[src/rtl/sprite_ram_loader_if.sv]
// Command, pixel-stream and RAM write-port bundle for the sprite RAM loader.
// The host/upload side uses the master modport; the loader uses the slave modport.
interface sprite_ram_loader_if #(
  parameter int ADDR_W = 19,
  parameter int DATA_W = 8
);
  logic              start;
  logic [ADDR_W-1:0] cfg_base;
  logic [9:0]        cfg_width;
  logic [9:0]        cfg_height;
  logic [7:0]        cfg_frames;
  logic              key_en;
  logic [DATA_W-1:0] key_value;

  logic [DATA_W-1:0] in_data;
  logic              in_valid;
  logic              in_ready;

  logic              wr_en;
  logic [ADDR_W-1:0] wr_address;
  logic [DATA_W-1:0] wr_data;

  logic              busy;
  logic              done;
  logic              err;
  logic [7:0]        cur_frame;

  modport master (
    output start, cfg_base, cfg_width, cfg_height, cfg_frames, key_en, key_value,
    output in_data, in_valid,
    input  in_ready,
    input  wr_en, wr_address, wr_data,
    input  busy, done, err, cur_frame
  );

  modport slave (
    input  start, cfg_base, cfg_width, cfg_height, cfg_frames, key_en, key_value,
    input  in_data, in_valid,
    output in_ready,
    output wr_en, wr_address, wr_data,
    output busy, done, err, cur_frame
  );
endinterface

[src/rtl/sprite_ram_loader.sv]
// Streams 8-bit palette indices into a sprite RAM write port using the same
// linear frame/row/column layout the sprite-sheet readers index.
module sprite_ram_loader #(
  parameter int ADDR_W    = 19,
  parameter int DATA_W    = 8,
  parameter int MEM_DEPTH = 17640
) (
  input logic               Clk,
  input logic               Reset,
  sprite_ram_loader_if.slave bus
);

  typedef enum logic [1:0] {
    S_IDLE,
    S_LOAD,
    S_DONE
  } state_t;

  localparam logic [28:0] LP_DEPTH = 29'(MEM_DEPTH);

  state_t r_state;
  state_t w_nextState;

  logic [ADDR_W-1:0] r_base;
  logic [9:0]        r_width;
  logic [9:0]        r_height;
  logic [27:0]       r_total;
  logic              r_keyEn;
  logic [DATA_W-1:0] r_keyValue;

  logic [9:0]        r_x;
  logic [9:0]        r_y;
  logic [7:0]        r_curFrame;
  logic [27:0]       r_offset;

  logic              r_wrEn;
  logic [ADDR_W-1:0] r_wrAddress;
  logic [DATA_W-1:0] r_wrData;
  logic              r_err;

  logic              w_inReady;
  logic              w_busy;
  logic              w_done;
  logic              w_accept;
  logic              w_lastBeat;
  logic              w_skip;
  logic              w_startIdle;
  logic              w_cfgOk;
  logic [27:0]       w_cfgProduct;
  logic [28:0]       w_cfgEnd;
  logic [ADDR_W-1:0] w_address;

  // Bound check is evaluated on the raw cfg inputs in the start cycle; the
  // 29-bit sum keeps a huge base from wrapping past the depth check.
  assign w_cfgProduct = 28'(bus.cfg_width) * 28'(bus.cfg_height) * 28'(bus.cfg_frames);
  assign w_cfgEnd     = 29'(bus.cfg_base) + 29'(w_cfgProduct);
  assign w_cfgOk      = (bus.cfg_width != 10'd0) && (bus.cfg_height != 10'd0) &&
                        (bus.cfg_frames != 8'd0) && (w_cfgEnd <= LP_DEPTH);

  assign w_startIdle = (r_state == S_IDLE) && bus.start;
  assign w_accept    = bus.in_valid && w_inReady;
  assign w_lastBeat  = (r_offset == (r_total - 28'd1));
  assign w_skip      = r_keyEn && (bus.in_data == r_keyValue);
  assign w_address   = r_base + r_offset[ADDR_W-1:0];

  always_ff @(posedge Clk) begin
    if (Reset) begin
      r_state <= S_IDLE;
    end else begin
      r_state <= w_nextState;
    end
  end

  always_comb begin
    w_nextState = r_state;
    case (r_state)
      S_IDLE: begin
        if (bus.start && w_cfgOk) begin
          w_nextState = S_LOAD;
        end
      end
      S_LOAD: begin
        if (w_accept && w_lastBeat) begin
          w_nextState = S_DONE;
        end
      end
      S_DONE: begin
        w_nextState = S_IDLE;
      end
      default: begin
        w_nextState = S_IDLE;
      end
    endcase
  end

  always_comb begin
    w_inReady = 1'b0;
    w_busy    = 1'b0;
    w_done    = 1'b0;
    case (r_state)
      S_LOAD: begin
        w_inReady = 1'b1;
        w_busy    = 1'b1;
      end
      S_DONE: begin
        w_busy = 1'b1;
        w_done = 1'b1;
      end
      default: begin
        w_inReady = 1'b0;
      end
    endcase
  end

  // Configuration is captured on every idle start, even a rejected one; the
  // counters are only cleared when the load really begins.
  always_ff @(posedge Clk) begin
    if (Reset) begin
      r_base     <= '0;
      r_width    <= '0;
      r_height   <= '0;
      r_total    <= '0;
      r_keyEn    <= 1'b0;
      r_keyValue <= '0;
      r_err      <= 1'b0;
    end else begin
      r_err <= 1'b0;
      if (w_startIdle) begin
        r_base     <= bus.cfg_base;
        r_width    <= bus.cfg_width;
        r_height   <= bus.cfg_height;
        r_total    <= w_cfgProduct;
        r_keyEn    <= bus.key_en;
        r_keyValue <= bus.key_value;
        r_err      <= !w_cfgOk;
      end
    end
  end

  // Position counters: x/y/frame track the sheet geometry for cur_frame while
  // the flat offset alone forms the address, so no multiplier is needed here.
  always_ff @(posedge Clk) begin
    if (Reset) begin
      r_x        <= '0;
      r_y        <= '0;
      r_curFrame <= '0;
      r_offset   <= '0;
    end else if (w_startIdle && w_cfgOk) begin
      r_x        <= '0;
      r_y        <= '0;
      r_curFrame <= '0;
      r_offset   <= '0;
    end else if (w_accept) begin
      r_offset <= r_offset + 28'd1;
      if (r_x == (r_width - 10'd1)) begin
        r_x <= '0;
        if (r_y == (r_height - 10'd1)) begin
          r_y <= '0;
          if (!w_lastBeat) begin
            r_curFrame <= r_curFrame + 8'd1;
          end
        end else begin
          r_y <= r_y + 10'd1;
        end
      end else begin
        r_x <= r_x + 10'd1;
      end
    end
  end

  // Write port: one cycle behind acceptance; keyed pixels still consume an address.
  always_ff @(posedge Clk) begin
    if (Reset) begin
      r_wrEn      <= 1'b0;
      r_wrAddress <= '0;
      r_wrData    <= '0;
    end else begin
      r_wrEn <= w_accept && !w_skip;
      if (w_accept) begin
        r_wrAddress <= w_address;
        r_wrData    <= bus.in_data;
      end
    end
  end

  assign bus.in_ready   = w_inReady;
  assign bus.busy       = w_busy;
  assign bus.done       = w_done;
  assign bus.err        = r_err;
  assign bus.wr_en      = r_wrEn;
  assign bus.wr_address = r_wrAddress;
  assign bus.wr_data    = r_wrData;
  assign bus.cur_frame  = r_curFrame;

endmodule

[src/flat_wrapper.sv]
// flat-port wrapper written by rule: the top's interface ports become plain ports
module sprite_ram_loader_flat 
#(
  parameter int ADDR_W    = 19,
  parameter int DATA_W    = 8,
  parameter int MEM_DEPTH = 17640
)
  (Clk, Reset, bus_start, bus_cfg_base, bus_cfg_width, bus_cfg_height, bus_cfg_frames, bus_key_en, bus_key_value, bus_in_data, bus_in_valid, bus_in_ready, bus_wr_en, bus_wr_address, bus_wr_data, bus_busy, bus_done, bus_err, bus_cur_frame);
  sprite_ram_loader_if #(.ADDR_W(ADDR_W), .DATA_W(DATA_W)) bus_i ();
  input logic Clk;
  input logic Reset;
  input wire logic [$bits(bus_i.start)-1:0] bus_start;
  input wire logic [$bits(bus_i.cfg_base)-1:0] bus_cfg_base;
  input wire logic [$bits(bus_i.cfg_width)-1:0] bus_cfg_width;
  input wire logic [$bits(bus_i.cfg_height)-1:0] bus_cfg_height;
  input wire logic [$bits(bus_i.cfg_frames)-1:0] bus_cfg_frames;
  input wire logic [$bits(bus_i.key_en)-1:0] bus_key_en;
  input wire logic [$bits(bus_i.key_value)-1:0] bus_key_value;
  input wire logic [$bits(bus_i.in_data)-1:0] bus_in_data;
  input wire logic [$bits(bus_i.in_valid)-1:0] bus_in_valid;
  output wire logic [$bits(bus_i.in_ready)-1:0] bus_in_ready;
  output wire logic [$bits(bus_i.wr_en)-1:0] bus_wr_en;
  output wire logic [$bits(bus_i.wr_address)-1:0] bus_wr_address;
  output wire logic [$bits(bus_i.wr_data)-1:0] bus_wr_data;
  output wire logic [$bits(bus_i.busy)-1:0] bus_busy;
  output wire logic [$bits(bus_i.done)-1:0] bus_done;
  output wire logic [$bits(bus_i.err)-1:0] bus_err;
  output wire logic [$bits(bus_i.cur_frame)-1:0] bus_cur_frame;
  assign bus_i.start = bus_start;
  assign bus_i.cfg_base = bus_cfg_base;
  assign bus_i.cfg_width = bus_cfg_width;
  assign bus_i.cfg_height = bus_cfg_height;
  assign bus_i.cfg_frames = bus_cfg_frames;
  assign bus_i.key_en = bus_key_en;
  assign bus_i.key_value = bus_key_value;
  assign bus_i.in_data = bus_in_data;
  assign bus_i.in_valid = bus_in_valid;
  assign bus_in_ready = bus_i.in_ready;
  assign bus_wr_en = bus_i.wr_en;
  assign bus_wr_address = bus_i.wr_address;
  assign bus_wr_data = bus_i.wr_data;
  assign bus_busy = bus_i.busy;
  assign bus_done = bus_i.done;
  assign bus_err = bus_i.err;
  assign bus_cur_frame = bus_i.cur_frame;
  sprite_ram_loader #(.ADDR_W(ADDR_W), .DATA_W(DATA_W), .MEM_DEPTH(MEM_DEPTH)) u_core (.Clk(Clk), .Reset(Reset), .bus(bus_i));
endmodule
[config.mk]
export PLATFORM = sky130hd
export DESIGN_NAME = sprite_ram_loader_flat
export DESIGN_NICKNAME = d
export VERILOG_FILES = /design/src/rtl/sprite_ram_loader_if.sv /design/src/rtl/sprite_ram_loader.sv /design/src/flat_wrapper.sv
export SDC_FILE = /design/constraint.sdc
export NUM_CORES = 1
export LEC_CHECK = 0
export CORE_MARGIN = 3
export CORE_UTILIZATION = 55
export DETAILED_ROUTE_END_ITERATION = 8
export DONT_BUFFER_PORTS = 1
export GPL_ROUTABILITY_DRIVEN = 0
export PLACE_DENSITY = 0.68
export SLEW_MARGIN = 20
export SYNTH_ARGS = -nofsm -noshare
export SYNTH_HDL_FRONTEND = slang
export SYNTH_SLANG_ARGS = --single-unit
[constraint.sdc]
create_clock -name Clk -period 15 [get_ports Clk]
set_input_delay 1.5 -clock Clk [delete_from_list [all_inputs] [get_ports Clk]]
set_output_delay 1.5 -clock Clk [all_outputs]
set_load 0.05 [all_outputs]
# == Yosys cells after proc, flatten, opt, wreduce, memory -nomap -nowiden ==
# Cells that the tools add are included.
# Widths: inputs -> output; s select.
# classes
addsub,9
n_mul,2
magnitude_cmp,1
n_eq_ne,8
n_mux,8
bitwise,2
n_reduce_logical,22
# ops
op,n
$add 19x28->29,1
$le 29x15->1 const B,1
$add 28x1->28 const B,1
$eq 28x28->1,1
$mul 20x8->28,1
$sub 28x1->28 const B,1
$add 10x1->10 const B,2
$eq 10x10->1,2
$mul 10x10->20,1
$mux 10,2
$reduce_bool 10->1,2
$sub 10x1->10 const B,2
$add 19x19->19,1
$logic_and 1x1->1,10
$add 8x1->8 const B,1
$eq 8x8->1,1
$reduce_bool 8->1,1
$reduce_or 2->1,3
$mux 2,2
$pmux 2 s2,1
$reduce_and 2->1,2
$reduce_and 4->1,1
$mux 1,3
$eq 2x1->1 const B,1
other kinds (6),8
# word_totals
ff_bits,163
output_inout_bits,40
elab_cells,67

# == Logic depth before layout (Yosys ltp) ==
# depth
depth_word,8
ltp_mapped,46

# == Worst setup path after synthesis ==
# No wires, ideal clock.
# synth_path
kind,input-to-reg
startpoint,input port bus_cfg_height[3]
endpoint,register u_core.r_state[0]
arrival_time_ns,11.935
required_ns,14.913
setup_slack_ns,2.978
cell_stages,44
n_path_buf,1
cell_sequence,clkbuf_1 > nand2_1 > fa_1 > fa_1 > inv_1 > ha_1 > inv_1 > fa_1 > inv_1 > fa_1 > ha_1 > a21boi_0 > o21ai_0 > a21boi_0 > o21ai_0 > a21boi_0 > o21ai_0 > nor2b_1 > (+8 left out) > ha_1 > a21oi_1 > o21ai_0 > a21oi_1 > nand2_1 > a21o_1 > a21oi_1 > xnor2_1 > ha_1 > o21ai_0 > a31oi_1 > o21ai_1 > and3b_1 > or3_1 > a2111oi_2 > a31oi_1 > or4b_1 > o31ai_1
# synth_via
elab_chain_len,8
elab_cells_between_ends,11
classes_between,1 x add/sub; 2 x mul; 1 x order compare; 1 x eq/ne; 6 x reduce/logical
# synth_lines
element,line_no,rtl
start: declaration,flat_wrapper.sv:15,input wire logic [$bits(bus_i.cfg_height)-1:0] bus_cfg_height;
$mul 10x10->20,sprite_ram_loader.sv:55,assign w_cfgProduct = 28'(bus.cfg_width) * 28'(bus.cfg_height) * 28'(bus.cfg_frames);
$mul 20x8->28,sprite_ram_loader.sv:55,
named net u_core.w_cfgProduct[18],sprite_ram_loader.sv:49,logic [27:0] w_cfgProduct;
$add 19x28->29,sprite_ram_loader.sv:56,assign w_cfgEnd = 29'(bus.cfg_base) + 29'(w_cfgProduct);
$le 29x15->1,sprite_ram_loader.sv:58,(bus.cfg_frames != 8'd0) && (w_cfgEnd <= LP_DEPTH);
$logic_and 1x1->1,sprite_ram_loader.sv:58,
$logic_and 1x1->1,sprite_ram_loader.sv:78,if (bus.start && w_cfgOk) begin
$ne 2x2->1 (no line),-,
$reduce_and 2->1 (no line),-,
end signal: assignment,sprite_ram_loader.sv:70,r_state <= w_nextState;
end: declaration,sprite_ram_loader.sv:21,state_t r_state;
# The timed path passes the listed nets, and every way through them passes these cells.
# A chain may end at the register's enable or synchronous reset.

# == Worst setup path after layout ==
# layout_path
startpoint,input port bus_cfg_height[3]
endpoint,register u_core.r_x[7]
# layout_via
elab_chain_len,7
elab_cells_between_ends,10
classes_between,1 x add/sub; 2 x mul; 1 x order compare; 6 x reduce/logical
# layout_lines
element,line_no,rtl
$mul 10x10->20,sprite_ram_loader.sv:55,
$mul 20x8->28,sprite_ram_loader.sv:55,
named net u_core.w_cfgProduct[16],sprite_ram_loader.sv:49,
$add 19x28->29,sprite_ram_loader.sv:56,
$le 29x15->1,sprite_ram_loader.sv:58,
$logic_and 1x1->1,sprite_ram_loader.sv:58,
$logic_and 1x1->1,sprite_ram_loader.sv:148,end else if (w_startIdle && w_cfgOk) begin
$reduce_or 2->1 (no line),-,
end signal: assignment,sprite_ram_loader.sv:166,r_x <= r_x + 10'd1;
end: declaration,sprite_ram_loader.sv:31,logic [9:0] r_x;
# The timed path passes the listed nets, and every way through them passes these cells.

==> impl_metrics.json <==
{
  "grt_max_degree": 107,
  "fill_cells": 2921,
  "die-area_um2": 35100,
  "clock_latency_ns": 0.42,
  "yosys-top-cells-area": "fa_1, dfxtp_1, ha_1",
  "rsz0062_at_grt": "false",
  "grt-ovfl-total": 0,
  "synth-main-ff-cell": "dfxtp_1",
  "final_cell_mix": "nand2_1, inv_1, and2_1",
  "io_pins": 108,
  "die_w_um": 187,
  "ys_warn_count": 0,
  "cp_slowest_cell": "a31o_2",
  "wl_um": 42600,
  "rows": 65,
  "synth_cells": 2246,
  "cts_buffer_depth": 2,
  "antennaDiodeCount": 0,
  "worst_pin_slew_ns": 1.05,
  "drt-pass1-iter-count": 5,
  "max_stage_delay_ns": 0.86,
  "fin_cells": 2625,
  "synth.distinct_cells": 80,
  "hold_violations": 0,
  "r2r_end": "u_core.bus.cur_frame[7]",
  "cp_max_fo": 44,
  "dp_cells": 2593,
  "viasPerCell": 5.61,
  "r2r.worst_path.cells": 12,
  "initialDrtViolationCount": 876,
  "grt_usage_pct": 24.4,
  "chipHeight_um": 187,
  "fmax_ghz": 0.0761,
  "antenna_found_initial": 0,
  "fin_crit_ns": 13.14,
  "timing.rr.start": "u_core.r_total[8]",
  "synthArstFlopShare_pct": 0,
  "outcome": "finished, final reports clean",
  "syn-mean-instance-area_um2": 8.05,
  "ys_seq_area_share_pct": 18.1,
  "crit_top_cell": "fa_1",
  "root_buffer": "clkbuf_16",
  "maxSlewViolCount": 0,
  "min_path_cells": 1,
  "yosysTopAreaCell": "fa_1",
  "worstSetupEndpointType": "flip-flop",
  "cts_tree": "built",
  "numCtsBuffers": 17,
  "hp-class": "flip-flop to flip-flop",
  "synth_top_cell_area_share_pct": 19.1,
  "maxCapViolCount": 0,
  "num_vias": 14700,
  "antenna_left": 0,
  "coreArea_um2": 32000,
  "criticalPathCategory": "input pin to flip-flop",
  "cts.sinks": 163,
  "avgRoutedWirePerCell_um": 16.2,
  "crit_start": "bus_cfg_height[3]",
  "area_delta_synth_final_pct": 4.37,
  "ys_seq_elements": 163,
  "crit_arrival_ns": 13.43,
  "final_common_cell": "nand2_1",
  "start_util_pct": 56.6,
  "place_hpwl_um": 33200,
  "min_period_over_period_pct": 87.6,
  "grt_pass1_wl_um": 71900,
  "syn_nets": 2637,
  "drc": 0,
  "portBuffers": 0,
  "start_kind": "input pin",
  "r2r_setup_slack_ns": 11.30,
  "finalSetupViolCount": 0,
  "maxSlewHeadroom_pct": 29.4,
  "post_cts_buffers": 0,
  "first_global_vias": 14400,
  "postCtsHoldBufs": 0,
  "fin_worst_skew_ns": 0.0103,
  "worstPathRequired_ns": 15.29,
  "synthesis.area_um2": 18100,
  "min-delay-start": "u_core.r_keyEn",
  "drive_gt1_share_pct": 2.88,
  "hold_end": "u_core.bus.wr_en",
  "utilization_pct": 59.0,
  "clkTransAtPathRegs_ns": 0.06,
  "nets": 2568,
  "setup-tns-final_ns": 0,
  "htree_levels": 4,
  "synth-edff-count": 0,
  "cts.repair.resized": 0
}
how the worst max path moves through the flow:
stage                        endpoint  depth (start not counted)
finish                  u_core.r_x[7]                         43
global route            u_core.r_x[7]                         43
CTS                     u_core.r_x[7]                         43
detailed placement      u_core.r_x[7]                         43
global placement        u_core.r_x[3]                         42
floorplan           u_core.r_state[0]                         44
per-stage QoR:
| step | hold slack (ns) | area [µm²] | setup WS, ns |
|---|---|---|---|
| 6_report | 0.439 | 18900 | 1.86 |
| 5_1_grt | 0.459 | 18900 | 0.728 |
| 4_1_cts | 0.442 | 18900 | 1.96 |
| 2_1_floorplan | 0.413 | 18100 | 2.98 |
| 3_3_place_gp | 0.429 | 18300 | 1.69 |
| 3_5_place_dp | 0.429 | 18300 | 1.55 |
logic make-up (layout without fill, tap and decap cells):
| logic type | Yosys count | after routing | synth area share [%] |
|---|---|---|---|
| compound gates | 364 | 364 | 12.4 |
| xor+xnor | 169 | 169 | 8.19 |
| fa+ha+maj | 323 | 323 | 29.5 |
| buf+inv | 331 | 275 | 6.97 |
| flops | 163 | 163 | 18.1 |
| mux | 9 | 9 | 0.505 |
| simple gates | 887 | 887 | 24.4 |
layer usage:
layer / routed length, µm / global-route usage [%]
met5: 0 / 0
met1: 19800 / 34.0
met4: 1060 / 7.47
met2: 19500 / 39.1
met3: 2210 / 3.82
cell usage after synthesis (3+ instances only):
master / n
nor2_1: 135
a31oi_1: 13
and2_1: 175
nand2_1: 335
nor4_1: 19
xor2_1: 78
nand4_1: 32
buf_1: 6
o21bai_1: 5
o41ai_1: 4
clkbuf_1: 82
inv_1: 239
nor2b_1: 16
xnor2_1: 91
a21boi_0: 6
ha_1: 151
a21o_1: 20
mux2i_1: 8
nor3_1: 48
a211o_1: 4
nand3b_1: 4
a211oi_1: 17
o21ai_1: 4
a31o_2: 3
a311oi_1: 8
o2111ai_1: 4
fa_1: 172
or4_1: 6
nand2b_1: 11
a21oi_1: 168
nor3b_1: 3
o21ai_0: 59
nand3_1: 42
and4_1: 8
dfxtp_1: 163
and3_1: 29
a2bb2oi_1: 3
o211ai_1: 9
o21a_1: 9
or3_1: 3
flip-flops by register name, summed over array words and instances (netlist names):
| name | flops |
|---|---|
| u_core.r_x | 10 |
| u_core.r_offset | 28 |
| u_core.r_keyEn | 1 |
| u_core.r_y | 10 |
| u_core.bus.err | 1 |
| u_core.bus.wr_address | 19 |
| u_core.r_height | 10 |
| u_core.bus.wr_data | 8 |
| u_core.bus.cur_frame | 8 |
| u_core.r_total | 28 |
| u_core.r_width | 10 |
| u_core.bus.wr_en | 1 |
| u_core.r_base | 19 |
| u_core.r_state | 2 |
| u_core.r_keyValue | 8 |
worst max-delay path, delay by kind of cell:
family / cells / cell delay (ns)
simple gates: 8 / 1.67
buf+inv: 5 / 0.23
fa+ha+maj: 12 / 5.26
compound gates: 16 / 3.90
xor+xnor: 2 / 0.83
cell type report:
type | count | area, µm² | share of cell area, %
well taps | 435 | 544 | 2.88
repair buffers | 4 | 30.0 | 0.159
inverters | 239 | 897 | 4.76
flip-flops and latches | 163 | 3260 | 17.3
clock inverters | 13 | 123 | 0.650
multi-input cells | 1752 | 13600 | 71.9
clock buffers | 19 | 453 | 2.40
Power is not shown: default switching activity piles up to over one toggle a cycle in this logic, so the estimate is an artifact.
